<file path="config.mk">
export PLATFORM = sky130hd
export DESIGN_NAME = ifm_skew_buffer_flat
export DESIGN_NICKNAME = d
export VERILOG_FILES = /design/src/rtl/ifm_pkg.sv /design/src/rtl/ifm_skew_buffer_if.sv /design/src/rtl/skew_delay_line.sv /design/src/rtl/ifm_skew_buffer.sv /design/src/flat_wrapper.sv
export SDC_FILE = /design/constraint.sdc
export NUM_CORES = 1
export LEC_CHECK = 0
export ABC_AREA = 1
export CORE_MARGIN = 3
export CORE_UTILIZATION = 56
export DETAILED_ROUTE_END_ITERATION = 16
export GPL_TIMING_DRIVEN = 1
export PLACE_DENSITY = 0.78
export SYNTH_ARGS = -nofsm -noshare
export SYNTH_HDL_FRONTEND = slang
export SYNTH_SLANG_ARGS = --single-unit
</file>
<file path="constraint.sdc">
create_clock -name clk -period 1.5 [get_ports clk]
set_input_delay 0.45 -clock clk [delete_from_list [all_inputs] [get_ports clk]]
set_output_delay 0.45 -clock clk [all_outputs]
set_load 0.02 [all_outputs]
</file>
<file path="src/rtl/ifm_pkg.sv">
// Shared IFM-path definitions: skew/drain FSM encoding and lane slicing helper.
// Also used by the IFM address controller and the OFM side.
package ifm_pkg;

    typedef enum logic [1:0] {
        IDLE   = 2'd0,
        STREAM = 2'd1,
        DRAIN  = 2'd2
    } ifm_state_e;

    localparam int IFM_SIZE_W = 5;

    function automatic int lane_lsb(input int lane, input int data_width);
        return lane * data_width;
    endfunction

endpackage

</file>
<file path="src/rtl/ifm_skew_buffer_if.sv">
// Bus between the IFM address controller / RAM (master) and the skew buffer (slave).
interface ifm_skew_buffer_if #(
    parameter int SYSTOLIC_SIZE = 16,
    parameter int DATA_WIDTH    = 16
);
    import ifm_pkg::*;

    logic                                read_en;
    logic [IFM_SIZE_W-1:0]               read_ifm_size;
    logic [SYSTOLIC_SIZE*DATA_WIDTH-1:0] ifm_rdata;
    logic [SYSTOLIC_SIZE*DATA_WIDTH-1:0] ifm_out;
    logic [SYSTOLIC_SIZE-1:0]            ifm_valid;
    logic                                busy;
    logic                                drain_done;

    modport master (
        output read_en, read_ifm_size, ifm_rdata,
        input  ifm_out, ifm_valid, busy, drain_done
    );

    modport slave (
        input  read_en, read_ifm_size, ifm_rdata,
        output ifm_out, ifm_valid, busy, drain_done
    );

endinterface

</file>
<file path="src/rtl/skew_delay_line.sv">
// Resettable DEPTH-stage shift register carrying one lane's {valid, data}.
module skew_delay_line #(
    parameter int DEPTH = 1,
    parameter int WIDTH = 1
) (
    input  logic             clk,
    input  logic             rst_n,
    input  logic [WIDTH-1:0] d,
    output logic [WIDTH-1:0] q
);

    logic [WIDTH-1:0] stage [DEPTH];

    always_ff @(posedge clk or negedge rst_n) begin
        if (!rst_n) begin
            for (int k = 0; k < DEPTH; k++) stage[k] <= '0;
        end else begin
            stage[0] <= d;
            for (int k = 1; k < DEPTH; k++) stage[k] <= stage[k-1];
        end
    end

    assign q = stage[DEPTH-1];

endmodule

</file>
<file path="src/rtl/ifm_skew_buffer.sv">
// IFM skew buffer: captures RAM row words, masks unused lanes, skews lane i by i cycles.
// Optional macro IFM_LANE_MASK_EN enables per-read lane masking by read_ifm_size.
module ifm_skew_buffer
    import ifm_pkg::*;
#(
    parameter int SYSTOLIC_SIZE = 16,
    parameter int DATA_WIDTH    = 16,
    parameter int RAM_LATENCY   = 1
) (
    input logic              clk,
    input logic              rst_n,
    ifm_skew_buffer_if.slave bus
);

    localparam int CNT_W = (SYSTOLIC_SIZE > 1) ? $clog2(SYSTOLIC_SIZE) : 1;

    logic [RAM_LATENCY-1:0]          vld_pipe;
    logic                            rd_vld;
    logic [SYSTOLIC_SIZE-1:0]        lane_vld;
    logic [SYSTOLIC_SIZE-1:0]        s0_vld;
    logic [SYSTOLIC_SIZE*DATA_WIDTH-1:0] s0_data;
    logic [DATA_WIDTH:0]             lane_q [SYSTOLIC_SIZE];

    ifm_state_e       state, state_n;
    logic [CNT_W-1:0] drain_cnt, drain_cnt_n;
    logic             done_q, done_n;

    always_ff @(posedge clk or negedge rst_n) begin
        if (!rst_n) begin
            vld_pipe <= '0;
        end else begin
            vld_pipe[0] <= bus.read_en;
            for (int k = 1; k < RAM_LATENCY; k++) vld_pipe[k] <= vld_pipe[k-1];
        end
    end

    assign rd_vld = vld_pipe[RAM_LATENCY-1];

`ifdef IFM_LANE_MASK_EN
    logic [IFM_SIZE_W-1:0] size_pipe [RAM_LATENCY];
    logic [IFM_SIZE_W-1:0] rd_size;

    always_ff @(posedge clk or negedge rst_n) begin
        if (!rst_n) begin
            for (int k = 0; k < RAM_LATENCY; k++) size_pipe[k] <= '0;
        end else begin
            size_pipe[0] <= bus.read_ifm_size;
            for (int k = 1; k < RAM_LATENCY; k++) size_pipe[k] <= size_pipe[k-1];
        end
    end

    assign rd_size = size_pipe[RAM_LATENCY-1];

    // Lane indices never exceed SYSTOLIC_SIZE-1, so sizes above it clamp naturally.
    always_comb begin
        lane_vld = '0;
        for (int i = 0; i < SYSTOLIC_SIZE; i++)
            lane_vld[i] = rd_vld && (32'(rd_size) > 32'(i));
    end
`else
    logic unused_size;
    assign unused_size = ^bus.read_ifm_size;

    always_comb begin
        lane_vld = '0;
        for (int i = 0; i < SYSTOLIC_SIZE; i++) lane_vld[i] = rd_vld;
    end
`endif

    // Invalid lanes are loaded as zero so nothing stale ever reaches the array.
    always_ff @(posedge clk or negedge rst_n) begin
        if (!rst_n) begin
            s0_vld  <= '0;
            s0_data <= '0;
        end else begin
            for (int i = 0; i < SYSTOLIC_SIZE; i++) begin
                s0_vld[i] <= lane_vld[i];
                s0_data[lane_lsb(i, DATA_WIDTH) +: DATA_WIDTH] <=
                    lane_vld[i] ? bus.ifm_rdata[lane_lsb(i, DATA_WIDTH) +: DATA_WIDTH] : '0;
            end
        end
    end

    for (genvar g = 0; g < SYSTOLIC_SIZE; g++) begin : g_lane
        if (g == 0) begin : g_direct
            assign lane_q[g] = {s0_vld[g], s0_data[g*DATA_WIDTH +: DATA_WIDTH]};
        end else begin : g_skew
            skew_delay_line #(
                .DEPTH (g),
                .WIDTH (DATA_WIDTH + 1)
            ) u_skew (
                .clk   (clk),
                .rst_n (rst_n),
                .d     ({s0_vld[g], s0_data[g*DATA_WIDTH +: DATA_WIDTH]}),
                .q     (lane_q[g])
            );
        end
    end

    always_comb begin
        bus.ifm_valid = '0;
        bus.ifm_out   = '0;
        for (int i = 0; i < SYSTOLIC_SIZE; i++) begin
            bus.ifm_valid[i] = lane_q[i][DATA_WIDTH];
            bus.ifm_out[lane_lsb(i, DATA_WIDTH) +: DATA_WIDTH] = lane_q[i][DATA_WIDTH-1:0];
        end
    end

    // The FSM advances on the capture strobe so its state lines up with stage 0 on
    // ifm_out; drain_cnt counts lanes of the newest sample still inside the skew.
    always_ff @(posedge clk or negedge rst_n) begin
        if (!rst_n) begin
            state     <= IDLE;
            drain_cnt <= '0;
            done_q    <= 1'b0;
        end else begin
            state     <= state_n;
            drain_cnt <= drain_cnt_n;
            done_q    <= done_n;
        end
    end

    always_comb begin
        state_n     = state;
        drain_cnt_n = drain_cnt;
        done_n      = 1'b0;

        if (rd_vld)
            drain_cnt_n = CNT_W'(SYSTOLIC_SIZE - 1);
        else if (drain_cnt != '0)
            drain_cnt_n = drain_cnt - CNT_W'(1);

        case (state)
            IDLE: begin
                if (rd_vld) state_n = STREAM;
            end
            STREAM: begin
                if (!rd_vld) begin
                    if (drain_cnt_n == '0) begin
                        state_n = IDLE;
                        done_n  = 1'b1;
                    end else begin
                        state_n = DRAIN;
                    end
                end
            end
            DRAIN: begin
                if (rd_vld) begin
                    state_n = STREAM;
                end else if (drain_cnt_n == '0) begin
                    state_n = IDLE;
                    done_n  = 1'b1;
                end
            end
            default: state_n = IDLE;
        endcase
    end

    assign bus.busy       = (state != IDLE);
    assign bus.drain_done = done_q;

endmodule
</file>
<file path="src/flat_wrapper.sv">
// flat-port wrapper written by rule: the top's interface ports become plain ports
module ifm_skew_buffer_flat import ifm_pkg::*;
#(
    parameter int SYSTOLIC_SIZE = 16,
    parameter int DATA_WIDTH    = 16,
    parameter int RAM_LATENCY   = 1
)
  (clk, rst_n, bus_read_en, bus_read_ifm_size, bus_ifm_rdata, bus_ifm_out, bus_ifm_valid, bus_busy, bus_drain_done);
  ifm_skew_buffer_if #(.SYSTOLIC_SIZE(SYSTOLIC_SIZE), .DATA_WIDTH(DATA_WIDTH)) bus_i ();
  input logic clk;
  input logic rst_n;
  input wire logic [$bits(bus_i.read_en)-1:0] bus_read_en;
  input wire logic [$bits(bus_i.read_ifm_size)-1:0] bus_read_ifm_size;
  input wire logic [$bits(bus_i.ifm_rdata)-1:0] bus_ifm_rdata;
  output wire logic [$bits(bus_i.ifm_out)-1:0] bus_ifm_out;
  output wire logic [$bits(bus_i.ifm_valid)-1:0] bus_ifm_valid;
  output wire logic [$bits(bus_i.busy)-1:0] bus_busy;
  output wire logic [$bits(bus_i.drain_done)-1:0] bus_drain_done;
  assign bus_i.read_en = bus_read_en;
  assign bus_i.read_ifm_size = bus_read_ifm_size;
  assign bus_i.ifm_rdata = bus_ifm_rdata;
  assign bus_ifm_out = bus_i.ifm_out;
  assign bus_ifm_valid = bus_i.ifm_valid;
  assign bus_busy = bus_i.busy;
  assign bus_drain_done = bus_i.drain_done;
  ifm_skew_buffer #(.SYSTOLIC_SIZE(SYSTOLIC_SIZE), .DATA_WIDTH(DATA_WIDTH), .RAM_LATENCY(RAM_LATENCY)) u_core (.clk(clk), .rst_n(rst_n), .bus(bus_i));
endmodule
</file>
==> results_dict.tcl, run 1 <==
set metrics [dict create \
    outcome "complete, but fails checks" \
    violations "setup timing" \
    slew_headroom_pct 57.2 \
    hold_viol_final 0 \
    worst_slack_ps -552 \
    drtIter0Drc 1596 \
    cpLargestDelayFamily "flip-flops" \
    max_freq_mhz 487 \
    total_switching_power_mw 26.1 \
    p_clk_share_pct 43.3 \
    track_usage_pct 22.0 \
    syn-num-nets 3301 \
    netlist_area_um2 59200 \
    path_class "reg2out" \
    synth.distinct_cells 19 \
    worstPathArrival_ps 1600 \
    ios 538 \
    routabilityCongestion 0.802 \
    power_density_nw_per_um2 1650 \
    hp-class "in2reg" \
    dieArea_um2 110000 \
    die_h_um 331 \
    critPathMostFrequentCell "inv_2" \
    clk_pin_slew_ps 60 \
    pre_cts_slack_ps -283 \
    cp_slowest_stage_delay_ps 400 \
    grt_setup_unrepaired "yes" \
    end_kind "output pin" \
    cts_tree "built" \
    detail-route-antenna-nets 0 \
    cts_root_buffer "clkbuf_16" \
    rows 118 \
    overflow 0 \
    synth_cells 3032 \
    antenna_found_initial 24 \
    insertion_delay_ps 790 \
    cts_buffer_depth 3 \
    grt_max_degree 129 \
    core_area_um2 104000 \
    max-vdd-ir-drop_v 0.00122 \
    area_delta_synth_final_pct 23.7 \
    grt_pass1_wl_um 176000 \
    start_util_pct 56.8 \
    clkSinkCount 2200 \
    yosysWarnings 0 \
    die_w_um 331 \
    synth.ff_latch_count 2200 \
    power.share.combinational_pct 4.0 \
    vias 24000 \
    final_common_cell "dfrtp_1" \
    tightest_slew_ps 642 \
    fin_crit_ps 2050 \
    final_cell_mix "dfrtp_1, buf_6, nand2_1" \
    setup.worst_path.start_class "register" \
    drtPass1Iterations 6 \
    drcViolationCount 0 \
    drv_slew 0 \
    p_leak_nw 37.9 \
    setup_viol 276 \
    period_share_pct 137 \
    finalWirelength_um 117000 \
    grt_pass1_vias 29000 \
    cts-buffers-inserted 197 \
    crit_path_max_fanout 2 \
    p_total_mw 121 \
    nNetsFinal 3891 \
    path_buf_inv 3 \
    crit_required_ps 1050 \
    pwr-share-seq_pct 52.7 \
    fillers 5779 \
    wl_per_cell_um 22.5 \
    drive_gt1_share_pct 19.9 \
    max-cap-violations 0 \
    h-tree-depth 4 \
    crit_path_top_delay_cell "dfrtp_1" \
    io_buffers 532 \
    p_int_mw 94.7 \
    path_cells "inv_2 -> ha_4 -> inv_2 -> buf_6" \
    synth_area_per_cell_um2 19.5 \
    skew_ps 27.7 \
    post-dp-hpwl_um 62100 \
    sw_frac_of_total_pct 21.6 \
    via_per_inst 4.62 \
    yosysSeqAreaShare_pct 93.0 \
]
kinds of logic after synthesis:
| logic type | share of synthesized area, % |
|---|---|
| simple gates | 1.87 |
| fa+ha+maj | 0.106 |
| flops | 93.0 |
| buf+inv | 4.99 |
| compound gates | 0.0655 |
synth_stat cells (all sizes together):
cell type	instances	area (um2)
nor2	6	27.5
ha	5	62.6
clkbuf	2	7.51
nand2	272	1030
o2111ai	1	8.76
buf	267	1940
nand3b	1	7.51
a21oi	3	18.8
nand3	6	45.0
inv	268	1010
dfrtp	2200	55100
o21bai	1	11.3
path summary, 6_finish.rpt:
kind                       slack, ps                                        end  depth (start not counted)                 from
max in group asynchronous        420        u_core.g_lane[7].g_skew.u_skew.q[6]                          4                rst_n
max                             -550                                   bus_busy                          4      u_core.state[1]
min                              120                              u_core.rd_vld                          1          bus_read_en
min reg2reg                      330  u_core.g_lane[9].g_skew.u_skew.stage[150]                          0  u_core.s0_data[158]
max reg2reg                     -120                            u_core.state[1]                         11  u_core.drain_cnt[0]
min in group asynchronous        400  u_core.g_lane[14].g_skew.u_skew.stage[63]                          3                rst_n
layout make-up:
| class | instances | area [um2] | share of cell area, % |
|---|---|---|---|
| Tap cell | 1380 | 1730 | 2.36 |
| Inverter | 268 | 1010 | 1.38 |
| Clock inverter | 80 | 1110 | 1.51 |
| Antenna cell | 27 | 67.6 | 0.0922 |
| Sequential cell | 2200 | 55100 | 75.1 |
| Multi-Input combinational cell | 295 | 1270 | 1.73 |
| Timing Repair Buffer | 660 | 7290 | 9.95 |
| Clock buffer | 279 | 5740 | 7.84 |
stage by stage:
| step | hold slack [ps] | utilization (%) | std cells | setup TNS [ps] | cell area, um2 |
|---|---|---|---|---|---|
| floorplan | 154 | - | 3032 | 0 | 59200 |
| CTS | 42.5 | 70.2 | 5157 | -89660 | 73100 |
| global route | 67.9 | 70.3 | 5186 | -85930 | 73300 |
| finish | 118 | 70.3 | 5189 | -68760 | 73300 |
| detailed placement | 335 | 63.1 | 4782 | -688 | 65800 |
| global placement | 331 | 63.1 | 4782 | -277 | 65800 |
registers in the layout (all words and copies together) (netlist names):
| name | count |
|---|---|
| u_core.bus.drain_done | 1 |
| u_core.drain_cnt | 4 |
| u_core.g_lane.g_skew.u_skew.q | 246 |
| u_core.g_lane.g_skew.u_skew.stage | 1689 |
| u_core.rd_vld | 1 |
| u_core.s0_data | 256 |
| u_core.s0_vld | 1 |
| u_core.state | 2 |
worst reg2reg max path, cell delays in order (launching register included):
cell	delay, ps
dfrtp_1	380
inv_2	70
ha_4	180
buf_4	140
nand3b_1	110
nand2_2	90
a21oi_2	130
nand2_2	110
nand3_2	100
nand2_2	60
nand2_1	70
nand2_1	50
power groups by stage:
stage,logic (mW),registers [mW],clock network (mW)
global route,5.22,63.8,56.1
finish,4.82,63.6,52.3
detailed placement,4.52,64.5,0
CTS,4.85,63.7,53.6
floorplan,1.48,64.0,0
global placement,4.32,64.1,0
repair_timing:
action	4_1_cts	5_1_grt
hold buffers	1	0
gates cloned	0	0
endpoints found under the setup margin	277	277
buffers inserted	15	5
gates resized for setup	1643	10
pin swaps	6	5
hold endpoints to repair	1307	0
layer usage:
layer	GRT usage, %	routed length, um	part of all wire (%)	vias up
li1	-	-	-	10000
met1	24.6	39500	34	12900
met2	39.5	65600	56	775
met3	4.56	5080	4.4	315
met4	11.8	6330	5.4	0
met5	0	0	0	-
Note: power is estimated with default switching activity, not from simulation.
==> run 2: changes to the inputs <==
--- a/config.mk
+++ b/config.mk
@@ -6,6 +6,7 @@
 export NUM_CORES = 1
 export LEC_CHECK = 0
 export ABC_AREA = 1
+export CAP_MARGIN = 30
 export CORE_MARGIN = 3
 export CORE_UTILIZATION = 56
 export DETAILED_ROUTE_END_ITERATION = 16
==> results of run 2 <==
Same layout as run 1: the final DEF is identical, and so are final timing and power.
